<file path="src/rtl/spike_rate_decoder.sv">
// Spike-train rate decoder: counts spikes over a programmable window of enabled
// cycles and presents the count on a valid/ready channel. Optional min-ISI via SPIKE_DECODER_ISI_EN.
module spike_rate_decoder #(
  parameter int WINDOW_BITS = 8,
  parameter int COUNT_BITS  = 8,
  parameter int ISI_BITS    = 8
) (
  input  logic                   clk,
  input  logic                   reset,
  input  logic                   enable,
  input  logic                   spike_in,
  input  logic [WINDOW_BITS-1:0] window_len,
  input  logic                   clear,
  output logic                   out_valid,
  input  logic                   out_ready,
  output logic [COUNT_BITS-1:0]  out_count,
  output logic                   out_sat,
  output logic [ISI_BITS-1:0]    out_isi_min,
  output logic                   overrun
);

  localparam logic [WINDOW_BITS-1:0] ONE_W = 1;
  localparam logic [COUNT_BITS-1:0]  ONE_C = 1;

  typedef enum logic {EMPTY, FULL} state_t;

  state_t                 state;
  logic [WINDOW_BITS-1:0] win_cnt;
  logic [WINDOW_BITS-1:0] len_shadow;
  logic [WINDOW_BITS-1:0] len_eff;
  logic [WINDOW_BITS-1:0] term;
  logic                   fresh;
  logic [COUNT_BITS-1:0]  acc;
  logic [COUNT_BITS-1:0]  acc_next;
  logic                   acc_max;
  logic                   sat;
  logic                   sat_next;
  logic                   win_end;
  logic [ISI_BITS-1:0]    min_next;

  // On the first cycle of a window the shadow is not yet loaded, so use the live input.
  assign len_eff  = fresh ? window_len : len_shadow;
  assign term     = len_eff - ONE_W;
  assign win_end  = enable && (win_cnt == term);
  assign acc_max  = &acc;
  assign acc_next = (spike_in && !acc_max) ? acc + ONE_C : acc;
  assign sat_next = sat | (spike_in & acc_max);

`ifdef SPIKE_DECODER_ISI_EN
  logic [ISI_BITS-1:0] isi_cnt;
  logic [ISI_BITS-1:0] min_isi;
  logic                seen;

  always_comb begin
    min_next = min_isi;
    if (spike_in && seen && (isi_cnt < min_isi))
      min_next = isi_cnt;
  end

  always_ff @(posedge clk or posedge reset) begin
    if (reset) begin
      isi_cnt <= '0;
      min_isi <= '1;
      seen    <= 1'b0;
    end else if (clear) begin
      isi_cnt <= '0;
      min_isi <= '1;
      seen    <= 1'b0;
    end else if (enable) begin
      if (win_end) begin
        isi_cnt <= '0;
        min_isi <= '1;
        seen    <= 1'b0;
      end else begin
        min_isi <= min_next;
        if (spike_in) begin
          isi_cnt <= {{(ISI_BITS-1){1'b0}}, 1'b1};
          seen    <= 1'b1;
        end else if (!(&isi_cnt)) begin
          isi_cnt <= isi_cnt + {{(ISI_BITS-1){1'b0}}, 1'b1};
        end
      end
    end
  end
`else
  assign min_next = '1;
`endif

  always_ff @(posedge clk or posedge reset) begin
    if (reset) begin
      win_cnt    <= '0;
      len_shadow <= '0;
      fresh      <= 1'b1;
      acc        <= '0;
      sat        <= 1'b0;
    end else if (clear) begin
      win_cnt    <= '0;
      fresh      <= 1'b1;
      acc        <= '0;
      sat        <= 1'b0;
    end else begin
      if (fresh) begin
        len_shadow <= window_len;
        fresh      <= 1'b0;
      end
      if (enable) begin
        if (win_end) begin
          win_cnt <= '0;
          acc     <= '0;
          sat     <= 1'b0;
          fresh   <= 1'b1;
        end else begin
          win_cnt <= win_cnt + ONE_W;
          acc     <= acc_next;
          sat     <= sat_next;
        end
      end
    end
  end

  // Output holding register; the oldest unaccepted result wins.
  always_ff @(posedge clk or posedge reset) begin
    if (reset) begin
      state       <= EMPTY;
      out_valid   <= 1'b0;
      out_count   <= '0;
      out_sat     <= 1'b0;
      out_isi_min <= '1;
      overrun     <= 1'b0;
    end else if (clear) begin
      state       <= EMPTY;
      out_valid   <= 1'b0;
      out_count   <= '0;
      out_sat     <= 1'b0;
      out_isi_min <= '1;
      overrun     <= 1'b0;
    end else begin
      case (state)
        EMPTY: begin
          if (win_end) begin
            state       <= FULL;
            out_valid   <= 1'b1;
            out_count   <= acc_next;
            out_sat     <= sat_next;
            out_isi_min <= min_next;
          end
        end
        FULL: begin
          if (out_ready) begin
            if (win_end) begin
              out_count   <= acc_next;
              out_sat     <= sat_next;
              out_isi_min <= min_next;
            end else begin
              state     <= EMPTY;
              out_valid <= 1'b0;
            end
          end else if (win_end) begin
            overrun <= 1'b1;
          end
        end
        default: begin
          state     <= EMPTY;
          out_valid <= 1'b0;
        end
      endcase
    end
  end

endmodule
</file>
<file path="config.mk">
export PLATFORM = sky130hd
export DESIGN_NAME = spike_rate_decoder
export DESIGN_NICKNAME = d
export VERILOG_FILES = /design/src/rtl/spike_rate_decoder.sv
export SDC_FILE = /design/constraint.sdc
export NUM_CORES = 1
export LEC_CHECK = 0
export BUFFER_PORTS_ARGS = -buffer_cell sky130_fd_sc_hd__buf_2
export CAP_MARGIN = 10
export CORE_MARGIN = 2
export CORE_UTILIZATION = 40
export DETAILED_ROUTE_END_ITERATION = 8
export RECOVER_POWER = 100
export SYNTH_ARGS = -nofsm -noshare
export SYNTH_HDL_FRONTEND = slang
export SYNTH_SLANG_ARGS = --single-unit
</file>
<file path="constraint.sdc">
create_clock -name clk -period 3.1 [get_ports clk]
set_input_delay 0.31 -clock clk [delete_from_list [all_inputs] [get_ports clk]]
set_output_delay 0.31 -clock clk [all_outputs]
set_load 0.005 [all_outputs]
</file>
==> results.yml, run 1 <==
final_layout:
  n_antenna_cell: 0
  area_growth_pct: 8.94
  final_nets: 271
  nFillCells: 556
  drive_above_1_share_pct: 16.5
  stdcell_count: 327
synthesis:
  seq_area_frac_synth_pct: 40.5
  synth_top_area_cell: "dfrtp_1"
  synth-edff-count: 0
  synth_ff_type: "dfrtp_1"
  synth_area_per_cell_um2: 10.0
  ys_seq_elements: 38
  yosys-top-cells-area: "dfrtp_1 39%, mux2i_1 5.5%, xor2_1 5.2%"
  synth_area_um2: 2350
  synthArstFlopShare_pct: 100
  syn_inst: 235
  synth_top_area_share_pct: 39.4
  yosysWarnings: 0
  yosysUniqueCellTypes: 49
clock_tree:
  cts_tree: "built"
  htree_levels: 2
  post-cts-setup-buffer-count: 0
  post_cts_resized: 0
  clk_pin_slew_ns: 0.08
  clockRootBuffer: "clkbuf_8"
  clk_latency_ns: 0.30
  cts_buffer_depth: 2
  cts_hold_buf: 0
  numClockSinks: 38
  cts_made_buffers: 5
power_and_ir_drop:
  power_density_nw_per_um2: 443
  vdd_drop_max_mv: 0.178
  leakagePower_nw: 1.09
  finalPower_mw: 1.13
placed_design:
  dp_slack_ns: 0.426
  finalWeightedCongestion: 0.816
  place_inst: 319
  dpl.hpwl_mm: 3.49
  io_buffers: 24
routing:
  vias: 1826
  drc: 0
  via_per_inst: 5.58
  drt.antenna.violating_nets: 0
  drt_iter0_markers: 87
  wire_per_inst_um: 15.8
  drt_wl_total_mm: 5.16
  drtPass1Iterations: 4
critical_path:
  required_ns: 3.29
  crit_type: "reg2reg"
  worstPathArrival_ns: 3.02
  critPathLaunchType: "flip-flop"
  critPathMaxFanout: 19
  end_kind: "flip-flop"
status:
  violations: "max-capacitance violations, max-slew violations"
  outcome: "finished, violations left"
floorplan:
  num_rows: 27
  start_util_pct: 41.9
  die_h_um: 80.7
  pin_count: 33
  coreArea_um2: 5610
  dieArea_um2: 6510
  die_x_um: 80.7
sta:
  slew_violations: 39
  rsz0062_at_grt: "false"
  finClkSkew_ns: 0.00464
  period_minus_slack_ns: 2.83
  hold-worst-slack_ns: 0.219
  relSlewSlack_pct: -37.2
  setup_viol: 0
  fin_ws_ns: 0.268
  hold_violations: 0
  period_share_pct: 91.4
  worstMarginPinSlew_ns: 2.06
  tns_ns: 0
  clock.fmax_ghz: 0.353
global_route:
  antenna_found_initial: 0
  top_usage_layer: "met2"
  grt_use_met1_pct: 23.9
  first_global_vias: 1780
  met3_usage_pct: 3.71
  grtUsageTotal_pct: 17.3
  grt_overflow_total: 0
  grt_pass1_wl_mm: 8.65
  grt_use_met2_pct: 27.0
  grt_max_degree: 39
min_path:
  hp-class: "in2reg"
job:
  drv_cap: 1
## path summary, 6_finish.rpt
kind	startpoint	end	slack, ns	depth (start not counted)
max	fresh	win_cnt[1]	0.27	7
min	out_ready	out_valid	0.22	2
max reg2reg	fresh	win_cnt[1]	0.27	7
min reg2reg	overrun	overrun	0.53	1
max in group asynchronous	reset	win_cnt[6]	1.17	3
min in group asynchronous	reset	out_count[0]	0.74	3
## state kept, by name, indices dropped and copies added, names as in the netlist
signal and cells:
acc 8, win_cnt 8, len_shadow 8, state 1, out_valid 1, out_count 8
overrun 1, fresh 1, out_sat 1, sat 1
## report_power, final
part / switching [mW] / leakage (nW) / internal (mW) / total [mW]
logic: 0.0966 / 0.538 / 0.0658 / 0.162
registers: 0.0247 / 0.505 / 0.516 / 0.541
clock network: 0.191 / 0.0514 / 0.240 / 0.431
## Yosys cell counts (all sizes together) (5+ instances only)
cell    instances
nand3           6
mux2            6
xor2           14
xnor2          11
clkbuf          8
o21ai           5
nand2          15
a41oi          10
a311oi          9
dfrtp          37
nor3           10
buf            17
mux2i          13
nor2           12
nand4           6
## critical path, stage by stage (launching register included)
cell and delay [ns]:
dfstp_2 0.75, or4b_1 0.50, a22o_1 0.21, or2_0 0.23
o22ai_1 0.20, clkbuf_2 0.27, nand3_1 0.25, a41o_1 0.31
## per-layer routing
| metal | part of all wire [%] | routed length, µm |
|---|---|---|
| met1 | 49 | 2550 |
| met2 | 46 | 2360 |
| met3 | 4.0 | 206 |
| met4 | 0.97 | 50 |
| met5 | 0 | 0 |
## cell type report
type,count,area (µm²),share of cell area (%)
Multi-Input combinational cell,175,1250,48.7
Sequential cell,38,952,37.2
Timing Repair Buffer,30,148,5.76
Tap cell,72,90.1,3.52
Clock buffer,6,72.6,2.83
Clock inverter,2,37.5,1.46
Inverter,4,15.0,0.586
## cell usage in the layout (no fill, tap or decap), types with 5 or more instances in the layout
cell type   n
a311oi_1    8
a41oi_1    10
buf_2      19
clkbuf_1    7
clkbuf_8    5
conb_1      8
dfrtp_1    37
mux2_2      6
mux2i_1    13
nand2_1    15
nand3_1     6
nand4_1     6
nor2_1     12
nor3_1      9
o21ai_0     5
xnor2_1    11
xor2_1     14
## stage by stage
step / utilization (%) / area, µm²
2_1_floorplan: - / 2380
3_3_place_gp: 44.1 / 2470
3_5_place_dp: 44.1 / 2470
4_1_cts: 46.1 / 2580
5_1_grt: 45.7 / 2560
6_report: 45.7 / 2560
## logic make-up (layout without fill, tap and decap cells)
family / after synthesis / after routing / synth area share, %
adders and majority gates: 3 / 3 / 1.60
AOI/OAI and AO/OA: 43 / 43 / 14.5
muxes: 19 / 19 / 8.40
DFF: 38 / 38 / 40.5
and+or+nand+nor: 77 / 77 / 18.1
buffers and inverters: 29 / 42 / 7.39
other: 1 / 8 / 0.159
xor gates and xnor gates: 25 / 25 / 9.31
Power figures use the tool's default switching activity.
==> run 2, diff against run 1 <==
--- a/config.mk
+++ b/config.mk
@@ -5,6 +5,7 @@
 export SDC_FILE = /design/constraint.sdc
 export NUM_CORES = 1
 export LEC_CHECK = 0
+export ABC_AREA = 1
 export BUFFER_PORTS_ARGS = -buffer_cell sky130_fd_sc_hd__buf_2
 export CAP_MARGIN = 10
 export CORE_MARGIN = 2
==> results.yml, run 2 <==
status:
  outcome: "finished, violations left"
  violations: "max-capacitance violations, max-slew violations"
final_layout:
  drive_above_1_share_pct: 13.7
  n_antenna_cell: 0
  nFillCells: 655
  final_common_cell: "nand2_1"
  final_nets: 388
  utilization_pct: 44.7
  final_cell_mix: "119 x nand2_1, 42 x inv_1, 37 x dfrtp_1, 30 x nand3_1, 29 x nor2_1"
  area_growth_pct: 8.46
critical_path:
  required_ns: 3.28
  end_kind: "flip-flop"
  cp_num_buf_inv: 1
  worstPathArrival_ns: 2.92
  worst_path_most_repeated_cell: "nand2_1"
  crit_slowest_cell: "dfstp_2"
  slowest_delay_ns: 0.69
  critPathLaunchType: "flip-flop"
  crit_family: "simple AND/OR/NAND/NOR gates"
  crit_type: "reg2reg"
  critPathMaxFanout: 14
  crit_chain: "inv_2 > nand2_1 > nand2_2 > ha_1 > xor2_1 > nand2_1 > nor2_1 > nand2_1 > nor2_2 > nand2_1 > nor2_1 > nand2_2 > nand2_4 > nand2_2 > nand2_1 > nand2_1"
sta:
  setup_viol: 0
  worstMarginPinSlew_ns: 2.06
  hold-worst-slack_ns: 0.288
  rsz0062_at_grt: "false"
  period_minus_slack_ns: 2.74
  tns_ns: 0
  clock.fmax_ghz: 0.365
  slew_violations: 39
  relSlewSlack_pct: -37.1
  finClkSkew_ns: 0.0122
  hold_violations: 0
  period_share_pct: 88.4
synthesis:
  synthArstFlopShare_pct: 100
  seq_area_frac_synth_pct: 39.0
  yosys-top-cells-area: "dfrtp_1 38%, nand2_1 18%, inv_1 6.5%"
  ys_top_cells_by_count: "117 x nand2_1, 42 x inv_1, 37 x dfrtp_1"
  synth_top_area_cell: "dfrtp_1"
  synth_area_um2: 2440
  yosysUniqueCellTypes: 28
  ys_seq_elements: 38
  yosysWarnings: 0
  synth_ff_type: "dfrtp_1"
  synth_top_area_share_pct: 37.9
  synth_most_common_cell: "nand2_1"
  synth-edff-count: 0
  syn_inst: 348
  synth_area_per_cell_um2: 7.01
clock_tree:
  numClockSinks: 38
  clockRootBuffer: "clkbuf_8"
  clk_pin_slew_ns: 0.08
  post_cts_resized: 0
  cts_hold_buf: 0
  htree_levels: 2
  post-cts-setup-buffer-count: 0
  cts_buffer_depth: 2
  cts_tree: "built"
  cts_made_buffers: 5
  clk_latency_ns: 0.29
routing:
  wire_per_inst_um: 11.9
  drtPass1Iterations: 4
  via_per_inst: 4.72
  drt_iter0_markers: 87
  drt_wl_total_mm: 5.32
  drt.antenna.violating_nets: 0
  vias: 2110
  drc: 0
min_path:
  hp-class: "in2reg"
global_route:
  grt_max_degree: 39
  grtUsageTotal_pct: 17.5
  antenna_found_initial: 0
  grt_overflow_total: 0
  first_global_vias: 2027
  grt_pass1_wl_mm: 9.03
power_and_ir_drop:
  vdd_drop_max_mv: 0.263
  power_density_nw_per_um2: 417
  leakagePower_nw: 1.40
floorplan:
  pin_count: 33
  coreArea_um2: 5920
  start_util_pct: 41.2
  num_rows: 28
  die_h_um: 82.1
  dieArea_um2: 6740
  die_x_um: 82.1
placed_design:
  dpl.hpwl_mm: 4.04
  finalWeightedCongestion: 0.822
  io_buffers: 24
job:
  drv_cap: 1
==> run 2: cell types whose count changed in the layout (fill, tap and decap cells not counted), sizes merged, moves of 13 or more <==
| cell | change |
|---|---|
| mux2i | -13 |
| inv | +41 |
| o21ai | +16 |
| nor2 | +22 |
| nand3 | +24 |
| nand2 | +117 |
==> run 2: layer usage <==
| layer | vias up | wire length, µm | GRT usage [%] |
|---|---|---|---|
| met4 | 0 | 129 | 6.50 |
| met3 | 9 | 169 | 3.04 |
| li1 | 1106 | - | - |
| met1 | 961 | 2380 | 21.7 |
| met2 | 34 | 2630 | 30.5 |
| met5 | - | 0 | 0 |
==> run 2: cells by family after synthesis <==
kind of cell / after synthesis / share of synthesized area, %
AOI/OAI and AO/OA: 26 / 5.74
xor gates and xnor gates: 12 / 4.31
adders and majority gates: 3 / 1.54
buffers and inverters: 61 / 11.5
DFF: 38 / 39.0
other: 1 / 0.154
and+or+nand+nor: 207 / 37.8
==> run 2: cell type report <==
cell class / count / area [µm²] / area share [%]
inverter: 45 / 169 / 6.38
sequential: 38 / 952 / 36.0
clock buffer: 6 / 82.6 / 3.12
multi-input combinational: 256 / 1220 / 46.1
clock inverter: 2 / 12.5 / 0.473
tap: 75 / 93.8 / 3.54
timing repair buffer: 25 / 118 / 4.44
==> run 2: worst paths after layout <==
path	from	to	slack, ns	cells past startpoint
min in group asynchronous	reset	win_cnt[4]	0.76	3
hold / removal	out_ready	out_valid	0.29	4
setup reg to reg	fresh	out_count[7]	0.36	16
max in group asynchronous	reset	win_cnt[6]	1.17	3
setup / recovery	fresh	out_count[7]	0.36	16
hold reg to reg	out_count[6]	out_count[6]	0.47	2
==> run 2: where the power goes <==
| group | leakage, nW | switching [mW] | total (mW) | internal (mW) |
|---|---|---|---|---|
| combinational | 0.852 | 0.129 | 0.193 | 0.0639 |
| sequential | 0.505 | 0.0235 | 0.546 | 0.523 |
| clock | 0.0472 | 0.186 | 0.365 | 0.179 |
==> run 2: tightest hold or removal path, stage by stage <==
cell and delay, ns:
buf_2 0.09, nand2_1 0.04, nand2_1 0.05, a21oi_1 0.06
==> run 2: stage by stage <==
| stage | power (mW) | setup slack (ns) | cells | instance area, µm² |
|---|---|---|---|---|
| 6_report | 1.10 | 0.360 | 447 | 2650 |
| 3_5_place_dp | 0.755 | 0.330 | 439 | 2580 |
| 4_1_cts | 1.13 | 0.316 | 447 | 2670 |
| 2_1_floorplan | 0.713 | 0.931 | 355 | 2470 |
| 5_1_grt | 1.18 | 0.0277 | 447 | 2650 |
| 3_3_place_gp | 0.751 | 0.414 | 439 | 2580 |
==> run 3, diff against run 2 <==
--- a/config.mk
+++ b/config.mk
@@ -11,6 +11,7 @@
 export CORE_MARGIN = 2
 export CORE_UTILIZATION = 40
 export DETAILED_ROUTE_END_ITERATION = 8
+export MAX_ROUTING_LAYER = met4
 export RECOVER_POWER = 100
 export SYNTH_ARGS = -nofsm -noshare
 export SYNTH_HDL_FRONTEND = slang
==> results.yml, run 3 (synthesis results as in run 2) <==
routing:
  drt_iter0_markers: 80
  vias: 2108
  drc: 0
  drtPass1Iterations: 4
  via_per_inst: 4.72
  drt_wl_total_mm: 5.29
  drt.antenna.violating_nets: 0
  wire_per_inst_um: 11.8
job:
  drv_cap: 1
clock_tree:
  post_cts_resized: 0
  cts_made_buffers: 5
  cts_hold_buf: 0
  cts_tree: "built"
  cts_buffer_depth: 2
  clockRootBuffer: "clkbuf_8"
  post-cts-setup-buffer-count: 0
  htree_levels: 2
  clk_latency_ns: 0.29
  clk_pin_slew_ns: 0.08
  numClockSinks: 38
floorplan:
  num_rows: 28
  die_h_um: 82.1
  dieArea_um2: 6740
  start_util_pct: 41.2
  pin_count: 33
  coreArea_um2: 5920
  die_x_um: 82.1
status:
  outcome: "finished, violations left"
  violations: "max-capacitance violations, max-slew violations"
final_layout:
  final_common_cell: "nand2_1"
  utilization_pct: 44.7
  final_cell_mix: "119 x nand2_1, 42 x inv_1, 37 x dfrtp_1, 30 x nand3_1, 29 x nor2_1"
  drive_above_1_share_pct: 13.7
  final_nets: 388
  area_growth_pct: 8.46
  n_antenna_cell: 0
sta:
  rsz0062_at_grt: "false"
  setup_viol: 0
  finClkSkew_ns: 0.0116
  fin_ws_ns: 0.358
  slew_violations: 39
  tns_ns: 0
  relSlewSlack_pct: -37.0
  hold-worst-slack_ns: 0.287
  period_share_pct: 88.4
  period_minus_slack_ns: 2.74
  worstMarginPinSlew_ns: 2.06
  clock.fmax_ghz: 0.365
  hold_violations: 0
critical_path:
  required_ns: 3.29
  r2r_setup_slack_ns: 0.36
  r2r-start: "fresh"
  critPathMaxFanout: 14
  worstSetupStartpoint: "fresh"
  critPathLaunchType: "flip-flop"
  end_kind: "flip-flop"
  crit_type: "reg2reg"
  worstPathArrival_ns: 2.93
power_and_ir_drop:
  power_density_nw_per_um2: 417
  leakagePower_nw: 1.40
  vdd_drop_max_mv: 0.263
placed_design:
  dp_slack_ns: 0.330
  dpl.hpwl_mm: 4.04
  io_buffers: 24
  finalWeightedCongestion: 0.834
global_route:
  grt_overflow_total: 0
  grt_max_degree: 39
  first_global_vias: 2029
  grt_pass1_wl_mm: 9.03
  grtUsageTotal_pct: 18.1
  antenna_found_initial: 0
min_path:
  hp-class: "in2reg"
  min_from: "out_ready"
==> run 3: cell counts in the layout (fill, tap and decap cells not counted) <==
No cell type changed its count.
==> run 3: layer usage <==
layer  vias to the layer above  part of all wire, %  GRT usage [%]
met5                         -                    0              -
met4                         0                  2.3           6.50
met3                        11                  3.0           3.04
met2                        29                   50           30.6
met1                       960                   45           21.7
li1                       1108                    -              -
==> run 3: final cells by class <==
type / count / area (µm²)
Timing Repair Buffer: 25 / 118
Inverter: 45 / 169
Clock buffer: 6 / 82.6
Sequential cell: 38 / 952
Multi-Input combinational cell: 256 / 1220
Fill cell: 655 / 3270
Clock inverter: 2 / 12.5
Tap cell: 75 / 93.8
==> run 3: power by group <==
group | internal (mW) | switching, mW
registers | 0.523 | 0.0236
logic | 0.0639 | 0.129
clock network | 0.179 | 0.187
==> run 3: metrics by stage <==
step	cells	total power [mW]	cell area (µm²)
finish	447	1.10	2650
global route	447	1.18	2650
CTS	447	1.13	2670
detailed placement	439	0.755	2580
global placement	439	0.751	2580
floorplan	355	0.713	2470
==> run 3: worst paths after layout <==
| check | cells after the start | end |
|---|---|---|
| hold / removal | 4 | out_valid |
| hold reg to reg | 2 | out_count[6] |
| setup reg to reg | 16 | out_count[7] |
| max in group asynchronous | 3 | win_cnt[6] |
| setup / recovery | 16 | out_count[7] |
| min in group asynchronous | 3 | acc[2] |
==> run 3: critical path: stages, from the launching register on <==
cell and delay [ns]:
dfstp_2 0.69, inv_2 0.14, nand2_1 0.10, nand2_2 0.08
ha_1 0.29, xor2_1 0.14, nand2_1 0.06, nor2_1 0.10
nand2_1 0.06, nor2_2 0.12, nand2_1 0.05, nor2_1 0.11
nand2_2 0.21, nand2_4 0.20, nand2_2 0.14, nand2_1 0.09
nand2_1 0.04
